--- src/rtl/aes_word_host.sv ---
`default_nettype none
// ============================================================================
// Module  : aes_word_host
// Purpose : Serialises a 128-bit key/plaintext onto the aes_encrypt 32-bit
//           word interface and gathers the 4-word ciphertext back into 128 bits.
// Rev     : 1.0  initial release
// ============================================================================
module aes_word_host #(
    parameter int RD_LAT  = 2,
    parameter int TIMEOUT = 1023
) (
    input  logic         Clk,
    input  logic         rst,
    input  logic         start,
    input  logic [127:0] key_in,
    input  logic [127:0] data_in,
    output logic         busy,
    output logic [127:0] result,
    output logic         result_valid,
    output logic         err_timeout,
    output logic [31:0]  core_key,
    output logic [31:0]  core_word,
    output logic         core_read,
    output logic         core_write,
    input  logic         core_done,
    input  logic [31:0]  core_buf
);

    typedef enum logic [2:0] {
        IDLE      = 3'd0,
        LOAD_KEY  = 3'd1,
        LOAD_WORD = 3'd2,
        WAIT_DONE = 3'd3,
        DRAIN     = 3'd4,
        READ      = 3'd5
    } state_t;

    localparam logic [15:0] WAIT_LAST  = 16'(TIMEOUT - 1);
    localparam logic [2:0]  DRAIN_INIT = (RD_LAT > 1) ? 3'(RD_LAT - 2) : 3'd0;

    state_t       state;
    logic [1:0]   word_idx;
    logic [15:0]  wait_cnt;
    logic [2:0]   drain_cnt;
    logic [95:0]  key_sh;
    logic [127:0] data_sh;
    logic [95:0]  shadow;

    always_ff @(posedge Clk or posedge rst) begin
        if (rst) begin
            state        <= IDLE;
            word_idx     <= 2'd0;
            wait_cnt     <= 16'd0;
            drain_cnt    <= 3'd0;
            key_sh       <= '0;
            data_sh      <= '0;
            shadow       <= '0;
            busy         <= 1'b0;
            result       <= '0;
            result_valid <= 1'b0;
            err_timeout  <= 1'b0;
            core_key     <= '0;
            core_word    <= '0;
            core_read    <= 1'b0;
            core_write   <= 1'b0;
        end else begin
            result_valid <= 1'b0;
            err_timeout  <= 1'b0;
            case (state)
                IDLE: begin
                    if (start) begin
                        // The first key word goes straight out; the rest are shifted up.
                        state     <= LOAD_KEY;
                        busy      <= 1'b1;
                        core_read <= 1'b1;
                        core_key  <= key_in[127:96];
                        key_sh    <= key_in[95:0];
                        data_sh   <= data_in;
                        word_idx  <= 2'd0;
                    end
                end
                LOAD_KEY: begin
                    if (word_idx == 2'd3) begin
                        state     <= LOAD_WORD;
                        core_word <= data_sh[127:96];
                        data_sh   <= {data_sh[95:0], 32'd0};
                        word_idx  <= 2'd0;
                    end else begin
                        core_key <= key_sh[95:64];
                        key_sh   <= {key_sh[63:0], 32'd0};
                        word_idx <= word_idx + 2'd1;
                    end
                end
                LOAD_WORD: begin
                    if (word_idx == 2'd3) begin
                        state     <= WAIT_DONE;
                        core_read <= 1'b0;
                        wait_cnt  <= 16'd0;
                        word_idx  <= 2'd0;
                    end else begin
                        core_word <= data_sh[127:96];
                        data_sh   <= {data_sh[95:0], 32'd0};
                        word_idx  <= word_idx + 2'd1;
                    end
                end
                WAIT_DONE: begin
                    if (core_done) begin
                        core_write <= 1'b1;
                        drain_cnt  <= DRAIN_INIT;
                        state      <= (RD_LAT == 1) ? READ : DRAIN;
                    end else if (wait_cnt == WAIT_LAST) begin
                        state       <= IDLE;
                        busy        <= 1'b0;
                        err_timeout <= 1'b1;
                    end else begin
                        wait_cnt <= wait_cnt + 16'd1;
                    end
                end
                DRAIN: begin
                    if (drain_cnt == 3'd0) begin
                        state <= READ;
                    end else begin
                        drain_cnt <= drain_cnt - 3'd1;
                    end
                end
                READ: begin
                    shadow <= {shadow[63:0], core_buf};
                    if (word_idx == 2'd3) begin
                        // Publish only complete ciphertext so aborted runs never leak.
                        result       <= {shadow, core_buf};
                        result_valid <= 1'b1;
                        core_write   <= 1'b0;
                        busy         <= 1'b0;
                        state        <= IDLE;
                    end else begin
                        word_idx <= word_idx + 2'd1;
                    end
                end
                default: state <= IDLE;
            endcase
        end
    end

endmodule
`default_nettype wire

--- config.mk ---
export PLATFORM = sky130hd
export DESIGN_NAME = aes_word_host
export DESIGN_NICKNAME = d
export VERILOG_FILES = /design/src/rtl/aes_word_host.sv
export SDC_FILE = /design/constraint.sdc
export NUM_CORES = 1
export LEC_CHECK = 0
export BUFFER_PORTS_ARGS = -buffer_cell sky130_fd_sc_hd__buf_2
export CAP_MARGIN = 20
export CORE_ASPECT_RATIO = 1.25
export CORE_UTILIZATION = 25
export DETAILED_ROUTE_END_ITERATION = 12
export GPL_TIMING_DRIVEN = 0
export PLACE_DENSITY = 0.43
export SYNTH_ARGS = -nofsm -noshare
export SYNTH_HDL_FRONTEND = slang
export SYNTH_SLANG_ARGS = --single-unit
export TNS_END_PERCENT = 50
--- constraint.sdc ---
create_clock -name Clk -period 22.6 [get_ports Clk]
set_input_delay 2.26 -clock Clk [delete_from_list [all_inputs] [get_ports Clk]]
set_output_delay 2.26 -clock Clk [all_outputs]
set_load 0.01 [all_outputs]
* Word level (Yosys, flattened, before mapping)
Index checks and enable logic that the tools add are counted.
** Storage, ports and cells
- RAM bits :: 0
- Latch bits :: 0
- ROM bits :: 0
- Memories kept :: 0
- Output and inout bits :: 197
- Register bits after elaboration :: 541
** Cells by class
- Add/subtract/negate cells :: 3
- Divide/modulo/power cells :: 0
- Shifts and indexed selects :: 0
- Eq/ne operators :: 21
- Bitwise logic cells :: 0
- Muxes and demuxes :: 45
- Reductions and logical operators :: 23
- $mul :: 0
- Order comparisons :: 0
** Operators with widths (number)
- two-way mux 128 bit :: 3
- one-hot mux 128 bit (3 select lines) :: 1
- two-way mux 96 bit :: 2
- one-hot mux 96 bit (2 select lines) :: 1
- two-way mux 32 bit :: 4
- one-hot mux 32 bit (2 select lines) :: 2
- two-way mux 16 bit :: 3
- one-hot mux 16 bit (2 select lines) :: 1
- two-way mux 3 bit :: 9
- != test 2 bit, second input constant :: 13
- one-hot mux 3 bit (6 select lines) :: 1
- AND reduction 3 bit :: 6
- adder 16 x 1 -> 16 bit, second input constant :: 1
- equality test 16 x 10 -> 1 bit, second input constant :: 1
- nonzero test 2 bit :: 6
- two-way mux 1 bit :: 10
- nonzero test 3 bit :: 3
- AND reduction 4 bit :: 2
- equality test 3 x 2 -> 1 bit, second input constant :: 2
- equality test 3 bit, second input constant :: 2
- zero test 3 bit :: 2
- two-way mux 2 bit :: 3
- one-hot mux 2 bit (3 select lines) :: 1
- one-hot mux 3 bit (2 select lines) :: 1
- 11 further kinds :: 12

* Longest topological paths before layout
Gate-level depths: netlist of the first run.
- Depth in word-level cells :: 4
- Gate-level depth with buffers :: 9

* Worst setup path before layout of the first run
OpenSTA, ideal clock, no wires.
- Path kind :: input-to-reg
- Start point :: input port start
- End point :: register key_sh[0]
- Slack :: 19114 ps
- Cell stages on the path :: 8
- Data arrival time :: 3403 ps
- Cells stage by stage :: nor2b_1 -> o21ai_1 -> buf_2 -> buf_2 -> buf_2 -> buf_2 -> nand2_1 -> o21ai_0
** Between the ends
- Longest elaborated chain between the ends :: 2
** Ends and longest elaborated chain
- from (decl) :: line 14 : input logic start,
- != test 2 bit (no source line)
- AND reduction 3 bit (no source line)
- to (signal assigned) :: line 77 : key_sh <= key_in[95:0];
- to (signal assigned) :: line 90 : key_sh <= {key_sh[63:0], 32'd0};
- to (decl) :: line 45 : logic [95:0] key_sh;
Every way passes these cells.
A chain may end at the register's enable or synchronous reset.

* Worst setup path after layout of the first run
- Start point :: input port start
- End point :: register key_sh[3]
The elaborated chain is that of the path after synthesis.

==> results of run 1 <==
worst register-to-register path, cell delays in order, from the launching register on:
cell and delay [ns]:
sky130_fd_sc_hd__dfrtp_1 0.39, sky130_fd_sc_hd__ha_1 0.21, sky130_fd_sc_hd__clkbuf_1 0.26, sky130_fd_sc_hd__a2111oi_4 0.90
sky130_fd_sc_hd__clkbuf_1 0.48, sky130_fd_sc_hd__buf_2 0.35, sky130_fd_sc_hd__a31oi_1 0.14
final cells by class:
class                      count  area share
antenna                       11    0.000970
buffer                       145      0.0216
clock buffer                  79      0.0589
clock inverter                27      0.0132
inverter                      10     0.00159
multi-input combinational   1517       0.285
sequential                   541       0.477
tap                         1178      0.0519
timing repair buffer         492      0.0899
logic make-up after synthesis:
| family | share of synthesized area |
|---|---|
| flip-flops | 0.608 |
| multiplexers | 0.112 |
| adder cells (fa/ha/maj) | 0.00281 |
| AO/OA/AOI/OAI | 0.0689 |
| buffers and inverters | 0.0293 |
| XOR/XNOR | 0.000393 |
| AND/OR/NAND/NOR | 0.179 |
layer usage:
metal | global-route usage | vias to the layer above | share of wire
li1 | - | 8459 | -
met1 | 0.194 | 8546 | 0.41
met2 | 0.282 | 412 | 0.50
met3 | 0.0454 | 97 | 0.065
met4 | 0.0446 | 14 | 0.022
met5 | 0 | - | 0.0012
cell usage after synthesis, drive strengths merged, types with 10 or more instances:
| library cell | n |
|---|---|
| a21oi | 10 |
| mux2 | 128 |
| clkbuf | 82 |
| o21ai | 139 |
| nand3 | 39 |
| mux2i | 105 |
| buf | 63 |
| nand2 | 827 |
| nor2 | 103 |
| inv | 10 |
| a31oi | 98 |
| dfrtp | 541 |
final timing paths:
kind	startpoint	to	slack, ns	cells past startpoint
worst max-delay path	start	key_sh[3]	18.65	9
max in group asynchronous	rst	core_word[3]	19.13	4
min in group asynchronous	rst	result[21]	1.75	2
worst max register to register	word_idx[0]	data_sh[108]	19.75	6
worst min-delay path	shadow[78]	result[110]	0.47	2
worst min register to register	shadow[78]	result[110]	0.47	2
registers in the layout, summed over array words and instances, names as in the netlist, 2 cells and up:
register,count
drain_cnt,3
core_key,32
word_idx,2
key_sh,96
result,128
wait_cnt,16
shadow,96
data_sh,128
core_word,32
state,3
power by group through the flow:
stage	logic [W]	clock network (W)	registers [W]
after floorplan	0.00114	0	0.00175
after global placement	0.00185	0	0.00172
after detailed placement	0.00189	0	0.00174
after CTS	0.00189	0.00107	0.00173
after global routing	0.00208	0.00110	0.00178
final	0.00184	0.00103	0.00172
stage by stage:
| stage | area (um^2) | instances | worst slack, ns | utilization | TNS [ns] |
|---|---|---|---|---|---|
| after CTS | 28400 | 3989 | 18.62 | 0.321 | 0 |
| after detailed placement | 26300 | 3883 | 17.93 | 0.298 | 0 |
| after floorplan | 22300 | 2213 | 5.22 | - | 0 |
| after global placement | 26200 | 3879 | -1.14 | 0.296 | -564.10 |
| after global routing | 28400 | 3999 | 18.57 | 0.321 | 0 |
| final | 28400 | 4000 | 18.65 | 0.321 | 0 |
==> impl.org, run 1 <==
** Outcome
- Status :: complete, no violations

** Timing
- Crit path time final :: 3.95 ns
- Hold Violations, Final :: 0
- Setup skew after layout :: 0.0165 ns
- Final Setup Violations :: 0
- The worst pin sits at a relative slew slack of 0.335.
- The count of pins over their slew limit was 0.
- Share of the cycle needed by the critical path after routing :: 0.175
- For the pin with the worst max-slew slack, the measured transition is 0.994 ns.
- Hold timing on the final database bottoms out at a slack of 0.466 ns.
- Setup repair after global routing missed its margin :: no
- Based on the critical path, the design can be clocked at up to 253 MHz.

** Logic synthesis
- Counting flops with a built-in enable in the synthesized netlist gives 0.
- Part of the Yosys area used for sequential elements :: 0.608
- Main area contributors after synthesis :: sky130_fd_sc_hd__dfrtp_1, sky130_fd_sc_hd__nand2_1, sky130_fd_sc_hd__mux2_2
- The Yosys step of the flow raised 0 warnings.
- Most used flip-flop cell after synthesis :: sky130_fd_sc_hd__dfrtp_1
- Post-Synthesis Net Count :: 2,510
- The synthesized netlist occupies a cell area of 22,300 um^2.
- The share of synthesized area in the top cell type comes to 0.608.
- Count of cell types in the netlist :: 43
- Counting flops and latches in the post-synthesis netlist gives 541.
- Averaged over all synthesized cells, the footprint is 10.1 um^2.
- In the synthesized netlist the async set-or-reset flop fraction comes to 1.00.
- After technology mapping, the gate count stands at 2,213.
- Of all cell types, the one taking the most synthesized area is sky130_fd_sc_hd__dfrtp_1.

** Power
- Relative contribution of the clock network to total power :: 0.224
- The internal power of the cells totals 0.00276 W.
- The analysis attributes to cell leakage a power of 13.7 nW.
- Of the total power, combinational logic draws 0.402.
- Maximum ir drop on the vdd rail :: 0.0000731 V
- Net switching share of the total power :: 0.399
- In this run the power density over the cells is 162 nW/um^2.
- Overall power of the completed layout :: 0.00459 W
- In this run the power spent charging and discharging nets is 0.00183 W.
- The share of total power dissipated in sequential elements is 0.374.

** Critical path
- Data required time at the worst endpoint :: 23.14 ns
- Among cell families on the critical path, the largest total delay comes from buffers and inverters.
- The worst setup path is captured at a flip-flop.
- At the worst endpoint, the arrival time is 4.49 ns.
- On the worst path, the slowest cell contributes a delay of 0.52 ns.
- The critical path is of the in2reg type.
- Along the worst path, the maximum fanout reaches 10.
- Category of the worst setup path launch point :: input pin
- CP cell instances :: buf_2, nor2b_1, o21ai_1, buf_2, buf_2, buf_2, buf_2, nand2_1, o21ai_0
- Crit-path most repeated cell :: sky130_fd_sc_hd__buf_2
- The slowest stage of the critical path is the sky130_fd_sc_hd__o21ai_1 cell.
- Buffers & Inverters on Critical Path :: 5

** Clocking
- Post_cts resized :: 0
- The clock passes through at most 3 buffers.
- The tree built by TritonCTS fans out to 541 sinks.
- Once the clock tree was built, the setup fixing pass inserted 0 buffers.
- Clock insertion delay at the later pin of the skew report :: 0.63 ns
- CTS H-Tree Depth :: 2
- After clock tree synthesis, the clock-pin slew on the worst setup and hold paths is 0.06 ns.
- The root buffer cell chosen for the clock tree is sky130_fd_sc_hd__clkbuf_16.
- After clock tree synthesis, the flow added hold-fix buffers numbering 0.
- CTS tree :: yes
- Number of CTS-inserted buffers :: 59

** Flow run
- The tool flagged a number of max-cap violations equal to 0.

** Global route
- The first global-routing pass estimated 112,000 um of wire.
- Remaining global-route overflow :: 0
- Initial antenna violation count :: 20
- Entering global routing, the biggest net connects 128 pins.
- Via count of the first global-routing pass :: 18,762
- Overall fraction of global-route tracks in use :: 0.162

** Layout
- The multi-input combinational cells in the finished layout cover a total of 8090 um^2.
- After the last flow step, the layout net total stands at 3,063.
- Most used cells in the layout excluding fill and tap cells :: sky130_fd_sc_hd__nand2_1, sky130_fd_sc_hd__dfrtp_1, sky130_fd_sc_hd__buf_2
- Number of fillers in the final layout :: 9,297
- In the final layout, flip-flops and latches occupy 13,500 um^2.
- Of the cells placed in the final design, the portion with a size suffix greater than 1 is 0.276.
- Commonest non-fill, non-tap cell in the layout :: sky130_fd_sc_hd__nand2_1
- Synthesis-to-finish area growth :: 27.4%

** Detailed routing
- The first routing iteration left 674 violations.
- Final wirelength :: 73,900 um
- Antenna-violating nets left :: 0
- Final routed DRC violation total :: 0
- Average routed wire per standard cell :: 18.5 um
- Detailed-router iteration count before antenna repair :: 5
- Detailed-route via count :: 17,528
- Vias per inst :: 4.38

** Die
- Site Rows :: 122
- The floorplan step set the die height to 336 um.
- Die W :: 269 um
- Core Footprint :: 88,400 um^2
- For this design the top-level I/O count stands at 489.
- Starting density of the core :: 0.252
- DIE AREA :: 90,300 um^2

** Placed design
- Post-detail-place hpwl :: 56,600 um
- Number of input and output port buffers inserted :: 488
- GP Congestion :: 0.830

** Min path
- The worst hold path belongs to the class reg2reg.
Power figures use the tool's default switching activity.
==> run 2: changes to the inputs <==
--- a/config.mk
+++ b/config.mk
@@ -11,7 +11,7 @@
 export CORE_UTILIZATION = 25
 export DETAILED_ROUTE_END_ITERATION = 12
 export GPL_TIMING_DRIVEN = 0
-export PLACE_DENSITY = 0.43
+export PLACE_DENSITY = 0.44
 export SYNTH_ARGS = -nofsm -noshare
 export SYNTH_HDL_FRONTEND = slang
 export SYNTH_SLANG_ARGS = --single-unit
==> constraint.sdc (replaced) <==
create_clock -name Clk -period 3.2 [get_ports Clk]
set_input_delay 0.32 -clock Clk [delete_from_list [all_inputs] [get_ports Clk]]
set_output_delay 0.32 -clock Clk [all_outputs]
set_load 0.01 [all_outputs]
==> impl.org, run 2 (synthesis results as in run 1) <==
** Detailed routing
- The first TritonRoute pass finished after 7 iterations.
- After detailed routing, the average wire length per cell comes to 17.8 um.
- The count of nets left with antenna violations once routing finished came out at 0.
- Iter 0 DRT Violations :: 874
- Detailed-route via count :: 18,833
- For this run, design rule violations remaining after detail routing come to 0.
- After detailed routing, the number of vias per cell comes to 4.38.
- The final layout contains routed wiring with a total length of 76,600 um.

** Layout
- Storage element area :: 13,500 um^2
- Footprint of the multi-input gates :: 8090 um^2
- Finished layout cell area :: 31,500 um^2
- The largest registers in the layout are data_sh x128, result x128.
- Leaving out fill and tap cells, the most frequent cell in the layout is sky130_fd_sc_hd__nand2_1.
- After filler insertion, the fill cell instance count of the layout stands at 9,072.
- Share of post-route cells with drive strength above 1 :: 0.256
- Number of cells in the finished layout apart from fillers :: 4,300
- Synthesis-to-finish area growth :: 41.6%
- Final nets :: 3,362
- Most used cells in the layout excluding fill and tap cells :: sky130_fd_sc_hd__nand2_1, sky130_fd_sc_hd__dfrtp_1, sky130_fd_sc_hd__buf_2

** Clocking
- For this design, the sink count on the clock tree is 541.
- Clock latency on the worst-skew pair, taken at its later pin, is 0.63 ns.
- Clock tree synthesis inserted a total of 61 buffers.
- Buffers added to address setup during post-CTS repair amount to 0.
- CTS H-Tree Depth :: 2
- Post_cts resized :: 0
- Clock slew seen by the registers of the worst setup and hold paths :: 0.06 ns
- Buffer type at the clock tree root :: sky130_fd_sc_hd__clkbuf_16
- TritonCTS built the clock tree.
- Buffer levels on the longest clock path :: 3

** Power
- Net switching component of the power :: 0.0131 W
- Maximum ir drop on the vdd rail :: 0.000539 V
- Static Leak :: 15.0 nW
- Overall power of the completed layout :: 0.0331 W
- Of the total power, the share spent switching nets is 0.397.
- Power density relative to cell area :: 1050 nW/um^2
- The share of total power dissipated in combinational logic is 0.406.
- The share of total power dissipated in sequential elements is 0.367.
- Relative contribution of the clock network to total power :: 0.227
- Cell internal power was estimated by the tool at 0.0199 W.

** Min path
- Endpoint with the worst hold slack :: data_sh[95]
- Worst hold start :: data_in[95]
- Hold path depth :: 3
- In this run the worst hold path is classified as in2reg.

** Critical path
- In this run the register-to-register setup slack is 0.37 ns.
- In this run the critical register-to-register path is launched from word_idx[0].
- Worst R2R Path Depth :: 8
- Destination of the worst register-to-register timing path :: result[30]
- Biggest fanout along the worst timing path :: 10
- Category of the worst setup path launch point :: flip-flop
- Data required time at the worst endpoint :: 3.76 ns
- STA puts the critical path data arrival time at 3.39 ns.
- The worst setup path is captured at a flip-flop.
- The critical path in this run is classified as reg2reg.

** Die
- Row generation in the floorplan step produced 122 rows.
- From left edge to right edge, the die measures 269 um.
- Die Ht :: 336 um
- Core Footprint :: 88,400 um^2
- Starting density of the core :: 0.252
- 489 I/O pins were placed.
- The die covers 90,300 um^2.

** Global route
- Overall fraction of global-route tracks in use :: 0.168
- The initial antenna violation count is 7.
- Remaining global-route overflow :: 0
- Entering global routing, the biggest net connects 42 pins.
- Wire length of the first global-routing pass :: 117,000 um
- Via count of the first global-routing pass :: 19,772

** Placed design
- At the end of routability-driven placement, the weighted congestion stood at 0.839.
- The HPWL after detailed placement is 57,600 um.
- Counting tap cells, the placed design contains a total of 3,894 instances.
- The placed instances occupy a cell area of 26,500 um^2.
- Number of input and output port buffers inserted :: 488

** Flow run
- The tool flagged a number of max-cap violations equal to 0.

** Timing
- Setup repair after global routing left no endpoint under its margin.
- After layout, the minimum clock period comes to 2.83 ns.
- Of the available clock period, the critical path in the final layout requires 0.885.
- Hold Violations, Final :: 0
- Slew of the pin with the lowest slew margin :: 0.918 ns
- Fmax :: 353 MHz
- Measured against its own limit, the worst slew margin works out to 0.386.
- Number of pins with negative max-slew slack in the final report :: 0
- Setup skew after layout :: 0.0151 ns
- Across all hold checks on the routed design, the worst slack comes to 0.0369 ns.
- Final Setup Violations :: 0

** Outcome
- The flow ran to the end, and the final reports show no timing, DRC or antenna violations.
-- run 2: cell types whose count changed in the layout (fill, tap and decap cells not counted) --
| cell | delta |
|---|---|
| sky130_fd_sc_hd__inv_8 | -1 |
| sky130_fd_sc_hd__clkinv_4 | +1 |
| sky130_fd_sc_hd__clkinv_8 | -1 |
| sky130_fd_sc_hd__inv_6 | -1 |
| sky130_fd_sc_hd__diode_2 | -5 |
| sky130_fd_sc_hd__buf_12 | +15 |
| sky130_fd_sc_hd__buf_16 | -4 |
| sky130_fd_sc_hd__clkbuf_8 | +11 |
| sky130_fd_sc_hd__clkinvlp_4 | +2 |
| sky130_fd_sc_hd__bufinv_16 | -3 |
| sky130_fd_sc_hd__clkbuf_1 | -3 |
| sky130_fd_sc_hd__dlygate4sd3_1 | +286 |
| sky130_fd_sc_hd__clkbuf_16 | +3 |
-- run 2: critical path, cell delays in order, from the launching register on --
cell,delay (ns)
sky130_fd_sc_hd__dfrtp_1,0.37
sky130_fd_sc_hd__ha_1,0.17
sky130_fd_sc_hd__clkbuf_1,0.45
sky130_fd_sc_hd__nand3_1,0.26
sky130_fd_sc_hd__inv_1,0.17
sky130_fd_sc_hd__clkbuf_1,0.47
sky130_fd_sc_hd__clkbuf_1,0.66
sky130_fd_sc_hd__nand2_1,0.12
sky130_fd_sc_hd__nand2_1,0.09
-- run 2: timing repair --
item / 4_1_cts / 5_1_grt
hold endpoints to repair: 342 / 0
setup endpoints to repair: 0 / 0
hold buffers: 286 / 0
-- run 2: layout make-up --
cell class / instances / share of cell area
clock inverters: 24 / 0.00873
repair buffers: 789 / 0.178
clock buffers: 90 / 0.0599
diodes: 6 / 0.000476
plain buffers: 145 / 0.0195
multi-input cells: 1517 / 0.256
flip-flops and latches: 541 / 0.429
well taps: 1178 / 0.0467
inverters: 10 / 0.00131
-- run 2: stage by stage --
| stage | setup WS [ns] | TNS [ns] | util |
|---|---|---|---|
| 6_report | 0.369 | 0 | 0.357 |
| 3_3_place_gp | -7.96 | -4254.28 | 0.296 |
| 5_1_grt | 0.0798 | 0 | 0.357 |
| 2_1_floorplan | -4.48 | -2422.58 | - |
| 4_1_cts | 0.222 | 0 | 0.357 |
| 3_5_place_dp | 0.252 | 0 | 0.300 |
-- run 2: per-layer routing --
layer	track usage	routed length [um]	part of all wire
met5	0	35	0.00046
met4	0.0546	2290	0.030
met3	0.0385	4560	0.059
met2	0.291	37800	0.49
met1	0.205	31900	0.42
-- run 2: worst max path at each step --
stage                      from           end  slack [ns]  depth (start not counted)
finish              word_idx[0]    result[30]        0.37                          8
global route        word_idx[0]  data_sh[104]        0.08                          6
CTS                 word_idx[0]  data_sh[104]        0.22                          6
detailed placement  word_idx[0]  data_sh[112]        0.25                          6
global placement            rst  core_word[2]       -7.96                          2
floorplan                   rst          busy       -4.48                          1
-- run 2: power by group through the flow --
stage	sequential, W	combinational (W)	clock (W)
6_report	0.0121	0.0134	0.00750
5_1_grt	0.0126	0.0151	0.00801
4_1_cts	0.0122	0.0137	0.00776
3_5_place_dp	0.0122	0.0134	0
3_3_place_gp	0.0122	0.0131	0
2_1_floorplan	0.0123	0.00806	0
==> run 3: changes to the inputs <==
--- a/config.mk
+++ b/config.mk
@@ -11,7 +11,9 @@
 export CORE_UTILIZATION = 25
 export DETAILED_ROUTE_END_ITERATION = 12
 export GPL_TIMING_DRIVEN = 0
+export HOLD_SLACK_MARGIN = 0.06
 export PLACE_DENSITY = 0.44
+export SLEW_MARGIN = 20
 export SYNTH_ARGS = -nofsm -noshare
 export SYNTH_HDL_FRONTEND = slang
 export SYNTH_SLANG_ARGS = --single-unit
==> impl.org, run 3 (synthesis results as in run 1) <==
** Outcome
- Status :: complete, no violations

** Detailed routing
- Average routed wire per standard cell :: 17.8 um
- Detailed-route via count :: 18,897
- The detailed router finished its first iteration with 836 violations.
- After detailed routing, the number of vias per cell comes to 4.39.
- Antenna-violating nets left :: 0
- The first detailed-routing pass ran for 7 iterations.
- After detailed routing, the number of remaining DRC violations is 0.
- Final wirelength :: 76,600 um

** Timing
- Setup violations remaining at the end of the flow were counted as 0.
- Dividing the final minimum period by the clock period gives 0.899.
- Hold Violations, Final :: 0
- Fmax :: 348 MHz
- Setup skew after layout :: 0.0152 ns
- For the pin with the worst max-slew slack, the measured transition is 0.990 ns.
- Setup repair after global routing missed its margin :: no
- Measured against its own limit, the worst slew margin works out to 0.337.
- The count of pins over their slew limit came to 0.
- Subtracting the final worst setup slack from the clock period gives 2.88 ns.

** Clocking
- Buffer type at the clock tree root :: sky130_fd_sc_hd__clkbuf_16
- Clock-pin slew was measured on the worst setup and hold paths at 0.06 ns.
- In this run the number of H-tree levels came out at 2.
- Total clock sinks :: 541
- Buffer levels on the longest clock path :: 3
- TritonCTS built the clock tree.
- Clock insertion delay at the later pin of the skew report :: 0.63 ns
- Number of CTS-inserted buffers :: 60

** Die
- After floorplanning, the core was sized to cover 88,400 um^2.
- Die W :: 269 um
- The initial utilization of the core area, before any placement, comes to 0.252.
- In this run the core area contains 122 standard-cell rows.
- Pin placement for this block handled 489 I/O pins.
- DIE AREA :: 90,300 um^2
- Die Ht :: 336 um

** Placed design
- Once placement completed, the tool counted placed cells totaling 3,898.
- The congestion estimate from routability-driven global placement came to 0.839.
- Number of input and output port buffers inserted :: 488
- Placed instance area :: 26,600 um^2
- Summed over all nets, the half-perimeter wirelength after detailed placement is 57,800 um.

** Layout
- Share of post-route cells with drive strength above 1 :: 0.253
- The largest registers in the layout are data_sh x128, result x128.
- Finished layout cell area :: 31,500 um^2
- Relative to the synthesized area, the layout overhead comes to 41.2%.
- Commonest non-fill, non-tap cell in the layout :: sky130_fd_sc_hd__nand2_1
- Most used cells in the layout excluding fill and tap cells :: sky130_fd_sc_hd__nand2_1, sky130_fd_sc_hd__dfrtp_1, sky130_fd_sc_hd__buf_2
- The net count of the finished layout is 3,370.
- Leaving out filler cells and counting taps, the final layout contains 4,306.
- Measured on the finished design, the core utilization comes to 0.356.

** Global route
- Entering global routing, the biggest net connects 35 pins.
- Wire length of the first global-routing pass :: 117,000 um
- Overall fraction of global-route tracks in use :: 0.168
- Initial antenna violation count :: 9
- The via count of the first global-routing pass is 19,848.
- For this run the aggregate overflow at the end of global routing stands at 0.

** Critical path
- By instance count, the cell type seen most on the critical path is sky130_fd_sc_hd__clkbuf_1.
- At the worst endpoint, the required time is 3.76 ns.
- Arrival time of data at the critical path endpoint :: 3.44 ns
- The critical path is of the reg2reg type.
- Largest delay share family, worst path :: buffers and inverters
- For this design, the slowest cell found on the critical path is sky130_fd_sc_hd__clkbuf_1.
- Biggest fanout along the worst timing path :: 10
- Critical Path Max Stage Delay :: 0.73 ns
- Reg2Reg Setup Slack :: 0.32 ns
- CP cell instances :: ha_1, clkbuf_1, nand3_1, inv_1, clkbuf_1, clkbuf_1, nand2_1, nand2_1
- STA classifies the critical path startpoint as a flip-flop.
- The worst setup path is captured at a flip-flop.
- Buffers & Inverters on Critical Path :: 4

** Min path
- The tightest min-delay check is of the in2async type.

** Power
- Summing internal, switching and leakage power gives 0.0325 W.
- Static Leak :: 14.9 nW
- Power density relative to cell area :: 1030 nW/um^2
- Maximum ir drop on the vdd rail :: 0.000516 V

** Flow run
- Max-cap check violation count :: 0
run 3: changes by cell type in the layout (fill, tap and decap cells not counted), sizes merged:
cell,change
clkbuf,-6
clkinvlp,+5
dlygate4sd3,+5
buf,+4
diode,+4
bufinv,-2
clkinv,-2
inv,-2
run 3: final timing paths:
path / start / depth (start not counted) / to
min in group Clk: core_buf[13] / 4 / result[13]
max in group asynchronous: rst / 8 / data_sh[64]
worst min-delay path: rst / 3 / result[76]
worst max register to register: word_idx[0] / 8 / result[24]
worst min register to register: shadow[91] / 2 / result[123]
worst max-delay path: word_idx[0] / 8 / result[24]
run 3: worst reg2reg max path: stages, from the launching register on:
cell,delay [ns]
sky130_fd_sc_hd__dfrtp_1,0.37
sky130_fd_sc_hd__ha_1,0.17
sky130_fd_sc_hd__clkbuf_1,0.44
sky130_fd_sc_hd__nand3_1,0.24
sky130_fd_sc_hd__inv_1,0.17
sky130_fd_sc_hd__clkbuf_1,0.45
sky130_fd_sc_hd__clkbuf_1,0.74
sky130_fd_sc_hd__nand2_1,0.14
sky130_fd_sc_hd__nand2_1,0.10
run 3: repair_timing:
action,in CTS,in global routing
setup buffers,0,0
endpoints found under the setup margin,0,0
resized for setup,0,0
endpoints found under the hold margin,348,0
hold buffers,291,0
run 3: per-layer routing:
layer / vias up / wire length [um] / global-route usage
met4: 4 / 2530 / 0.0620
met5: - / 21 / 0
met3: 147 / 4430 / 0.0362
met1: 9172 / 32000 / 0.206
met2: 501 / 37500 / 0.288
li1: 9073 / - / -
run 3: power breakdown:
part | internal [W] | switching (W)
Combinational | 0.00525 | 0.00822
Sequential | 0.0102 | 0.00190
Clock | 0.00394 | 0.00296
run 3: stage by stage:
step | hold WS (ns) | setup TNS (ns) | worst slack (ns)
after global routing | 0.375 | 0 | 0.0750
after CTS | 0.291 | 0 | 0.150
after detailed placement | 0.444 | 0 | 0.180
after floorplan | 0.407 | -2422.58 | -4.48
after global placement | 0.447 | -4254.28 | -7.96
final | 0.339 | 0 | 0.324
run 3: layout make-up:
type                    instances  area, um^2
diodes                         10        25.0
well taps                    1178        1470
clock inverters                23         225
multi-input cells            1517        8090
inverters                      10        41.3
plain buffers                 145         614
fillers                      9090       56900
clock buffers                  84        1700
repair buffers                798        5760
flip-flops and latches        541       13500
